$ cat src/rtl/rca_pkg.sv
// rtl/rca_pkg.sv - shared constants and FSM encoding for the nibble-serial adder
package rca_pkg;

  localparam int NIBBLE_W = 4;

  typedef enum logic {
    ST_IDLE = 1'b0,
    ST_RUN  = 1'b1
  } state_t;

endpackage

$ cat src/rtl/rca4_slice.sv
// rtl/rca4_slice.sv - combinational 4-bit ripple-carry adder slice
module rca4_slice
  import rca_pkg::*;
(
  input  logic [NIBBLE_W-1:0] a,
  input  logic [NIBBLE_W-1:0] b,
  input  logic                ci,
  output logic [NIBBLE_W-1:0] s,
  output logic                co
);

  logic [NIBBLE_W:0] c;

  assign c[0] = ci;

  // one full adder per bit, carry rippling upward
  for (genvar i = 0; i < NIBBLE_W; i++) begin : g_fa
    assign s[i]   = a[i] ^ b[i] ^ c[i];
    assign c[i+1] = (a[i] & b[i]) | (c[i] & (a[i] ^ b[i]));
  end

  assign co = c[NIBBLE_W];

endmodule

$ cat src/rtl/rca_nibble_sequencer.sv
// rtl/rca_nibble_sequencer.sv - WIDTH-bit adder built from one reused 4-bit slice
module rca_nibble_sequencer
  import rca_pkg::*;
#(
  parameter int WIDTH = 16
) (
  input  logic             clk,
  input  logic             rst,
  input  logic             start,
  input  logic [WIDTH-1:0] a,
  input  logic [WIDTH-1:0] b,
  input  logic             cin,
  output logic             busy,
  output logic             done,
  output logic [WIDTH-1:0] sum,
  output logic             cout
);

  localparam int NIBBLES = WIDTH / NIBBLE_W;
  localparam int IDXW    = (NIBBLES > 1) ? $clog2(NIBBLES) : 1;
  localparam logic [IDXW-1:0] LAST_IDX = IDXW'(NIBBLES - 1);

  state_t                state;
  state_t                state_next;
  logic [WIDTH-1:0]      a_sh;
  logic [WIDTH-1:0]      b_sh;
  logic [WIDTH-1:0]      sum_sh;
  logic [WIDTH-1:0]      sum_next;
  logic                  carry;
  logic [IDXW-1:0]       idx;
  logic [NIBBLE_W-1:0]   slice_s;
  logic                  slice_co;
  logic                  accept;
  logic                  step;
  logic                  finish;

  rca4_slice u_slice (
    .a  (a_sh[NIBBLE_W-1:0]),
    .b  (b_sh[NIBBLE_W-1:0]),
    .ci (carry),
    .s  (slice_s),
    .co (slice_co)
  );

  // new nibble enters at the top; after NIBBLES steps the register holds the full sum
  assign sum_next = WIDTH'({slice_s, sum_sh} >> NIBBLE_W);

  assign busy = (state == ST_RUN);

  // state register
  always_ff @(posedge clk) begin
    if (rst) begin
      state <= ST_IDLE;
    end else begin
      state <= state_next;
    end
  end

  // next-state and per-cycle control strobes
  always_comb begin
    state_next = state;
    accept     = 1'b0;
    step       = 1'b0;
    finish     = 1'b0;
    case (state)
      ST_IDLE: begin
        if (start) begin
          accept     = 1'b1;
          state_next = ST_RUN;
        end
      end
      ST_RUN: begin
        step = 1'b1;
        if (idx == LAST_IDX) begin
          finish     = 1'b1;
          state_next = ST_IDLE;
        end
      end
      default: state_next = ST_IDLE;
    endcase
  end

  // operand/result shifting, carry hold and output registers
  always_ff @(posedge clk) begin
    if (rst) begin
      a_sh   <= '0;
      b_sh   <= '0;
      sum_sh <= '0;
      carry  <= 1'b0;
      idx    <= '0;
      done   <= 1'b0;
      sum    <= '0;
      cout   <= 1'b0;
    end else begin
      done <= finish;
      if (accept) begin
        a_sh   <= a;
        b_sh   <= b;
        carry  <= cin;
        idx    <= '0;
        sum_sh <= '0;
      end else if (step) begin
        carry  <= slice_co;
        sum_sh <= sum_next;
        a_sh   <= a_sh >> NIBBLE_W;
        b_sh   <= b_sh >> NIBBLE_W;
        idx    <= idx + IDXW'(1);
        if (finish) begin
          sum  <= sum_next;
          cout <= slice_co;
        end
      end
    end
  end

endmodule

$ cat config.mk
export PLATFORM = sky130hd
export DESIGN_NAME = rca_nibble_sequencer
export DESIGN_NICKNAME = d
export VERILOG_FILES = /design/src/rtl/rca_pkg.sv /design/src/rtl/rca4_slice.sv /design/src/rtl/rca_nibble_sequencer.sv
export SDC_FILE = /design/constraint.sdc
export NUM_CORES = 1
export LEC_CHECK = 0
export CORE_ASPECT_RATIO = 1.2
export CORE_MARGIN = 4
export CORE_UTILIZATION = 55
export DETAILED_ROUTE_END_ITERATION = 12
export GPL_TIMING_DRIVEN = 0
export PLACE_DENSITY = 0.81
export RECOVER_POWER = 50
export SKIP_LAST_GASP = 1
export SLEW_MARGIN = 0
export SYNTH_ARGS = -nofsm -noshare
export SYNTH_HDL_FRONTEND = slang
export SYNTH_SLANG_ARGS = --single-unit
$ cat constraint.sdc
create_clock -name clk -period 6.45 [get_ports clk]
set_input_delay 0.645 -clock clk [delete_from_list [all_inputs] [get_ports clk]]
set_output_delay 0.645 -clock clk [all_outputs]
set_load 0.005 [all_outputs]
Word-level counts from Yosys, hierarchy flattened --
Index checks and enable logic that the tools add are counted.
Word-level totals: register bits after elaboration 70, output and inout port bits 19, logic and storage cells 49
Cells by class: add/sub/neg operators 1, equality and inequality tests 1, multiplexer cells 13, bitwise gates (word level) 22, reductions and logical operators 3
Operator list (number):
- $mux 16 | 4
- $and 1x1->1 | 8
- $mux 1 | 8
- $xor 1x1->1 | 8
- $or 1x1->1 | 4
- $reduce_and 3->1 | 1
- $add 2x1->2 const B | 1
- $eq 2x2->1 const B | 1
- $not 1->1 | 2
- $pmux 1 s2 | 1
- $reduce_bool 2->1 | 1
- $reduce_or 2->1 | 1

Logic depth before layout (Yosys ltp) --
Gate-level depths: netlist (run 1).
depth in word-level cells 11, depth in mapped cells 9, mapped depth without buffers 9

Modules after synthesis --
Synthesis (run 1) repeated with hierarchy kept, for this count alone.
Unflattened totals: cells, all modules 299, area, all modules 2926.6 sq um
Modules (own cells, without submodules):
- rca_nibble_sequencer | instances 1, cells an instance 285, area each 2808.9 sq um, seq. area each 1321.3 sq um
- rca4_slice | instances 1, cells an instance 14, area each 117.6 sq um, seq. area each 0.0 sq um

Worst setup path before layout (run 1) --
Ideal clock, no wire load.
path type register -> register, from reg a_sh[0], to reg sum[15], setup time 0.091 ns, data arrival time 2.016 ns, data required time 6.359 ns, slack 4.343 ns, cell stages (with the launch flop) 9, period minus slack after synthesis 2.107 ns, cells stage by stage dfxtp_1 -> fa_1 -> inv_1 -> fa_1 -> inv_1 -> fa_1 -> inv_1 -> fa_1 -> a311oi_1
Between the ends: word-level cells in the longest chain between the ends 8
Ends and longest elaborated chain:
- from (decl) | RTL line rca_nibble_sequencer.sv:25 | logic [WIDTH-1:0] a_sh;
- from (signal assigned) | RTL line rca_nibble_sequencer.sv:105 | a_sh <= a_sh >> NIBBLE_W;
- $xor 1x1->1 | RTL line rca4_slice.sv:19 | assign c[i+1] = (a[i] & b[i]) | (c[i] & (a[i] ^ b[i]));
- $and 1x1->1 | RTL line rca4_slice.sv:19
- $or 1x1->1 (*) | RTL line rca4_slice.sv:19
- $and 1x1->1 (*) | RTL line rca4_slice.sv:19
- $or 1x1->1 (*) | RTL line rca4_slice.sv:19
- $and 1x1->1 (*) | RTL line rca4_slice.sv:19
- $or 1x1->1 (*) | RTL line rca4_slice.sv:19
- $xor 1x1->1 (*) | RTL line rca4_slice.sv:18 | assign s[i] = a[i] ^ b[i] ^ c[i];
- to (signal assigned) | RTL line rca_nibble_sequencer.sv:109 | sum <= sum_next;
- to (decl) | RTL line rca_nibble_sequencer.sv:15 | output logic [WIDTH-1:0] sum,
Mark *: on every way between the ends. The rest lies on a longest branch, timed or not. A chain may end at the register's enable or synchronous reset.

Worst setup path after layout (run 1) --
Ends and elaborated chain as after synthesis.

==> impl_metrics.tcl, run 1 <==
set metrics [dict create \
    outcome "complete, no violations" \
    synth_top_family_by_area "compound AO/OA/AOI/OAI gates" \
    setup_violations 0 \
    rsz0062_at_grt "false" \
    dp_cells 406 \
    synthSimpleGateAreaFrac 0.155 \
    critPathMaxFanout 2 \
    post_drt_wl_per_cell_um 15.8 \
    critPathArrivalTime_ps 2530 \
    syn_inst 293 \
    grt_pass1_vias 2381 \
    diodes 0 \
    drv_cap 0 \
    seqPwrFrac 0.488 \
    hold_depth 2 \
    drt_iter0_drc 99 \
    final_cell_count_no_fill 422 \
    areaGrowthSynthToFinish_pct 27.6 \
    r2r_start "a_sh[0]" \
    required_ps 6700 \
    yosys-mux-area-fraction 0.114 \
    crit_path_end_kind "flop" \
    fin_skew_ps 6.25 \
    synth_fa_ha_area_frac 0.0319 \
    p_leak_nw 1.43 \
    min_period_ps 2280 \
    worst_pin_slew_ps 493 \
    ctsHoldBuffers 0 \
    pre_cts_slack_ps 4200 \
    r2r_slack_ps 4170 \
    postCtsSetupBuffers 0 \
    die_w_um 74.3 \
    drtPass1Iterations 4 \
    io_pins 55 \
    hold-worst-slack_ps 470 \
    grt_usage 0.229 \
    p_clk_frac 0.388 \
    core_area_mm2 0.00501 \
    worst_setup_path_start_kind "flop" \
    clk_pin_slew_ps 70 \
    pwr_density_cell_mw_per_mm2 244 \
    drc 0 \
    synth-xor-area-share 0 \
    reg2reg_depth 8 \
    ys_types 22 \
    postSynthAreaPerCell_um2 9.90 \
    setup_tns_ps 0 \
    hold_class "flop to flop" \
    p_sw_mw 0.219 \
    syn_nets 334 \
    cts_tree "yes" \
    syn_area_mm2 0.00290 \
    cts.sinks 66 \
    min_period_over_period 0.353 \
    ys_ff_latch 66 \
    wl_um 6650 \
    die_area_mm2 0.00651 \
    criticalPathCategory "flop to flop" \
    cts_max_level 3 \
    ctsResizeCount 0 \
    n_fill_cell 387 \
    via_per_inst 5.53 \
    synth_compound_area_frac 0.180 \
    gp_congestion 0.804 \
    finalMaxSlewViolations 0 \
    r2r_end "sum[15]" \
    grt_max_degree 11 \
    drtAntennaViolNets 0 \
    overflow 0 \
    max_slew_margin 0.671 \
    antenna_found_initial 0 \
    cts_buffer_depth 2 \
    vdd_drop_max_mv 0.212 \
    p_sw_frac 0.242 \
    p_int_mw 0.685 \
    vias 2332 \
    startpoint "a_sh[0]" \
    yosysSeqAreaShare 0.455 \
    final_nets 398 \
    initial_core_util 0.579 \
    final_area_mm2 0.00370 \
    layout-drive-gt1-share 0.119 \
    hold_viol 0 \
    comb_power_share 0.124 \
    die_height_um 87.6 \
    timing.final.ws_setup_ps 4170 \
    cts_made_buffers 9 \
    port_buffers 53 \
    clk_latency_ps 350 \
    synth.yosys.warnings 0 \
    hpwl_um 4840 \
    cts-root-buf "clkbuf_8" \
    max_freq_mhz 439 \
    num_rows 28 \
    worstSetupEndpoint "sum[15]" \
    grt_pass1_wl_um 11100 \
    dpl-instance-area_mm2 0.00351 \
]
-- registers in the layout, summed over array words and instances (netlist names) --
name,flops
a_sh,16
b_sh,16
busy,1
carry,1
cout,1
done,1
idx,2
sum,16
sum_sh,12
-- layer usage --
layer,part of all wire,vias up,track usage
met5,0,-,0
met4,0.025,0,0.117
met3,0.054,16,0.0505
met2,0.52,73,0.408
met1,0.40,1093,0.251
li1,-,1150,-
-- worst min-delay path by stage --
| stage | slack [ps] | start | endpoint |
|---|---|---|---|
| 5_1_grt | 470 | sum_sh[5] | sum[1] |
| 3_3_place_gp | 460 | sum_sh[5] | sum[1] |
| 3_5_place_dp | 450 | sum_sh[5] | sum[1] |
| 4_1_cts | 460 | sum_sh[5] | sum[1] |
| 6_report | 470 | sum_sh[5] | sum[1] |
| 2_1_floorplan | 440 | sum_sh[4] | sum[0] |
-- critical path, cell delays in order (launching register included) --
cell	delay [ps]
dfxtp_1	340
fa_1	420
inv_1	80
fa_1	160
inv_1	50
fa_1	350
inv_1	70
fa_1	420
a311oi_1	290
-- cell usage in the layout, fill, tap and decap left out --
master	instances
nor2_1	10
a211oi_1	25
a21o_1	1
buf_6	3
fa_1	4
clkinv_2	1
buf_4	4
nand2_1	12
nand2b_1	3
clkbuf_1	16
nand3_1	14
nor2b_1	24
inv_1	7
a21oi_1	32
clkbuf_8	11
inv_2	1
buf_2	8
clkdlybuf4s50_1	52
ha_1	1
a311oi_1	3
a21bo_2	14
mux2i_1	33
or3b_1	14
or2_1	1
dlygate4sd3_1	1
bufinv_16	1
dfxtp_1	66
-- cell type report --
type	instances	area (µm²)	share of cell area
Buffer	28	153	0.0412
Sequential cell	66	1320	0.357
Timing Repair Buffer	53	531	0.143
Tap cell	60	75.1	0.0203
Inverter	8	30.0	0.00811
Clock inverter	2	35.0	0.00946
Multi-Input combinational cell	191	1400	0.377
Clock buffer	14	163	0.0439
-- cells in the mapped netlist, drive strengths merged --
| cell | count | area, µm² |
|---|---|---|
| nand2 | 12 | 45.0 |
| or2 | 1 | 6.26 |
| a211oi | 25 | 188 |
| clkbuf | 11 | 41.3 |
| nand3 | 14 | 70.1 |
| a311oi | 3 | 26.3 |
| dfxtp | 66 | 1320 |
| nor2 | 10 | 37.5 |
| mux2i | 33 | 330 |
| nor2b | 24 | 150 |
| ha | 1 | 12.5 |
| a21o | 1 | 7.51 |
| a21bo | 14 | 140 |
| buf | 17 | 114 |
| fa | 4 | 80.1 |
| inv | 8 | 30.0 |
| or3b | 14 | 123 |
| nand2b | 3 | 18.8 |
| a21oi | 32 | 160 |
-- cells by family (layout without fill, tap and decap cells) --
| family | after synthesis | count (layout) |
|---|---|---|
| buf+inv | 36 | 105 |
| simple gates | 78 | 78 |
| compound gates | 75 | 75 |
| flops | 66 | 66 |
| mux | 33 | 33 |
| fa+ha+maj | 5 | 5 |
-- per-stage QoR --
| stage | power [mW] | utilization |
|---|---|---|
| floorplan | 0.516 | - |
| global placement | 0.558 | 0.700 |
| detailed placement | 0.562 | 0.700 |
| CTS | 0.907 | 0.740 |
| global route | 0.942 | 0.739 |
| finish | 0.903 | 0.739 |
-- power groups by stage --
stage,clock (mW),sequential (mW),combinational (mW)
6_report,0.351,0.441,0.112
2_1_floorplan,0,0.445,0.0712
3_5_place_dp,0,0.450,0.112
5_1_grt,0.374,0.443,0.125
3_3_place_gp,0,0.448,0.109
4_1_cts,0.353,0.441,0.113
(Power assumes the default switching activity.)
==> run 2, diff against run 1 <==
- CORE_UTILIZATION: 55 -> 51
- PLACE_DENSITY: 0.81 -> 0.75
- clock period: 6.45 -> 2.17 ns (I/O delays scaled with it)
==> impl_metrics.tcl, run 2 (synthesis gave the netlist of run 1 again) <==
set metrics [dict create \
    outcome "finished with violations" \
    failed_checks "negative setup slack" \
    whs_endpoint "sum_sh[9]" \
    critPathArrivalTime_ps 2440 \
    diodes 0 \
    finalMaxSlewViolations 0 \
    cts_made_buffers 9 \
    overflow 0 \
    r2r_end "sum_sh[15]" \
    grt_usage 0.191 \
    required_ps 2440 \
    core_area_mm2 0.00541 \
    max_slew_margin 0.651 \
    vdd_drop_max_mv 0.455 \
    top_regs "a_sh x16, b_sh x16, sum x16" \
    fin_skew_ps 5.98 \
    hold_depth 3 \
    setup_violations 1 \
    max_freq_mhz 461 \
    layout-drive-gt1-share 0.144 \
    die_w_um 76.9 \
    cts-root-buf "clkbuf_8" \
    hold_start "start" \
    min_period_ps 2170 \
    p_sw_frac 0.260 \
    postCtsSetupBuffers 0 \
    comb_power_share 0.135 \
    rsz0062_at_grt "true" \
    pwr_density_cell_mw_per_mm2 691 \
    p_int_mw 1.89 \
    cts_max_level 3 \
    initial_core_util 0.537 \
    min_period_over_period 1.00 \
    dpl-instance-area_mm2 0.00351 \
    die_height_um 90.6 \
    drt_iter0_drc 86 \
    cts_tree "yes" \
    hold_viol 0 \
    grt_pass1_vias 2303 \
    multi_input_area_mm2 0.00141 \
    port_buffers 53 \
    p_leak_nw 1.41 \
    p_sw_mw 0.663 \
    final_nets 398 \
    hpwl_um 4710 \
    timing.final.ws_setup_ps -1.16 \
    layout.cells.most_common_list "dfxtp_1, clkdlybuf4s50_1, mux2i_1, a21oi_1, a211oi_1" \
    via_per_inst 5.47 \
    r2r_start "a_sh[0]" \
    num_rows 29 \
    drtPass1Iterations 4 \
    clk_pin_slew_ps 70 \
    reg2reg_depth 9 \
    drtAntennaViolNets 0 \
    gp_congestion 0.834 \
    p_clk_frac 0.351 \
    grt_max_degree 12 \
    grt_pass1_wl_um 10500 \
    hold_class "input port to flop" \
    final_common_cell "dfxtp_1" \
    criticalPathCategory "flop to flop" \
    worst_setup_path_start_kind "flop" \
    die_area_mm2 0.00696 \
    cts.sinks 66 \
    io_pins 55 \
    n_fill_cell 474 \
    drc 0 \
    seqPwrFrac 0.513 \
    critPathMaxFanout 2 \
    vias 2319 \
    drv_cap 0 \
    crit_path_end_kind "flop" \
    post_drt_wl_per_cell_um 15.5 \
    antenna_found_initial 0 \
    areaGrowthSynthToFinish_pct 27.1 \
    final_area_mm2 0.00369 \
    worst_pin_slew_ps 523 \
    hold-worst-slack_ps 246 \
    regArea_mm2 0.00132 \
    cts_buffer_depth 2 \
    wl_um 6560 \
    clk_latency_ps 340 \
    r2r_slack_ps -1 \
]
## run 2: worst max-delay path by stage
stage / cells past startpoint / startpoint / endpoint
6_report: 9 / a_sh[0] / sum_sh[15]
2_1_floorplan: 8 / a_sh[0] / sum[15]
3_3_place_gp: 8 / a_sh[0] / sum[15]
5_1_grt: 9 / a_sh[0] / sum_sh[15]
3_5_place_dp: 8 / a_sh[0] / sum[15]
4_1_cts: 9 / carry / sum_sh[15]
## run 2: stage by stage
step	power (mW)	utilization	worst slack, ps	TNS, ps	instances
CTS	2.57	0.683	-12.1	-12.1	424
finish	2.55	0.682	-1.16	-1.16	424
floorplan	1.54	-	63.2	0	293
global placement	1.67	0.649	-46.1	-78.3	408
detailed placement	1.67	0.649	-60.2	-107	408
global route	2.66	0.682	-77.6	-91.2	424
## run 2: final cells by class
type | count | area share
flip-flops and latches | 66 | 0.359
clock inverters | 5 | 0.00814
multi-input cells | 191 | 0.383
inverters | 8 | 0.00814
repair buffers | 53 | 0.144
well taps | 62 | 0.0210
plain buffers | 28 | 0.0383
clock buffers | 11 | 0.0383
## run 2: power by group through the flow
stage | clock network [mW] | registers, mW | logic (mW)
5_1_grt | 0.963 | 1.32 | 0.378
2_1_floorplan | 0 | 1.32 | 0.212
3_3_place_gp | 0 | 1.33 | 0.333
6_report | 0.896 | 1.31 | 0.346
4_1_cts | 0.915 | 1.31 | 0.346
3_5_place_dp | 0 | 1.33 | 0.339
## run 2: worst max-delay path, stage by stage (launching register included)
cell      delay, ps
dfxtp_2         340
fa_2            380
inv_2            60
fa_2            180
inv_2            40
fa_2            320
inv_2            60
fa_1            440
nand2b_4        160
a21oi_2         130
## run 2: layer usage
layer / routed length (µm) / global-route usage
met1: 2780 / 0.214
met2: 3310 / 0.333
met3: 277 / 0.0429
met4: 192 / 0.0997
met5: 0 / 0
## run 2: timing repair
action,in CTS,in global routing
endpoints found under the setup margin,2,3
hold buffers,0,0
pin swaps,5,3
resized for setup,8,2
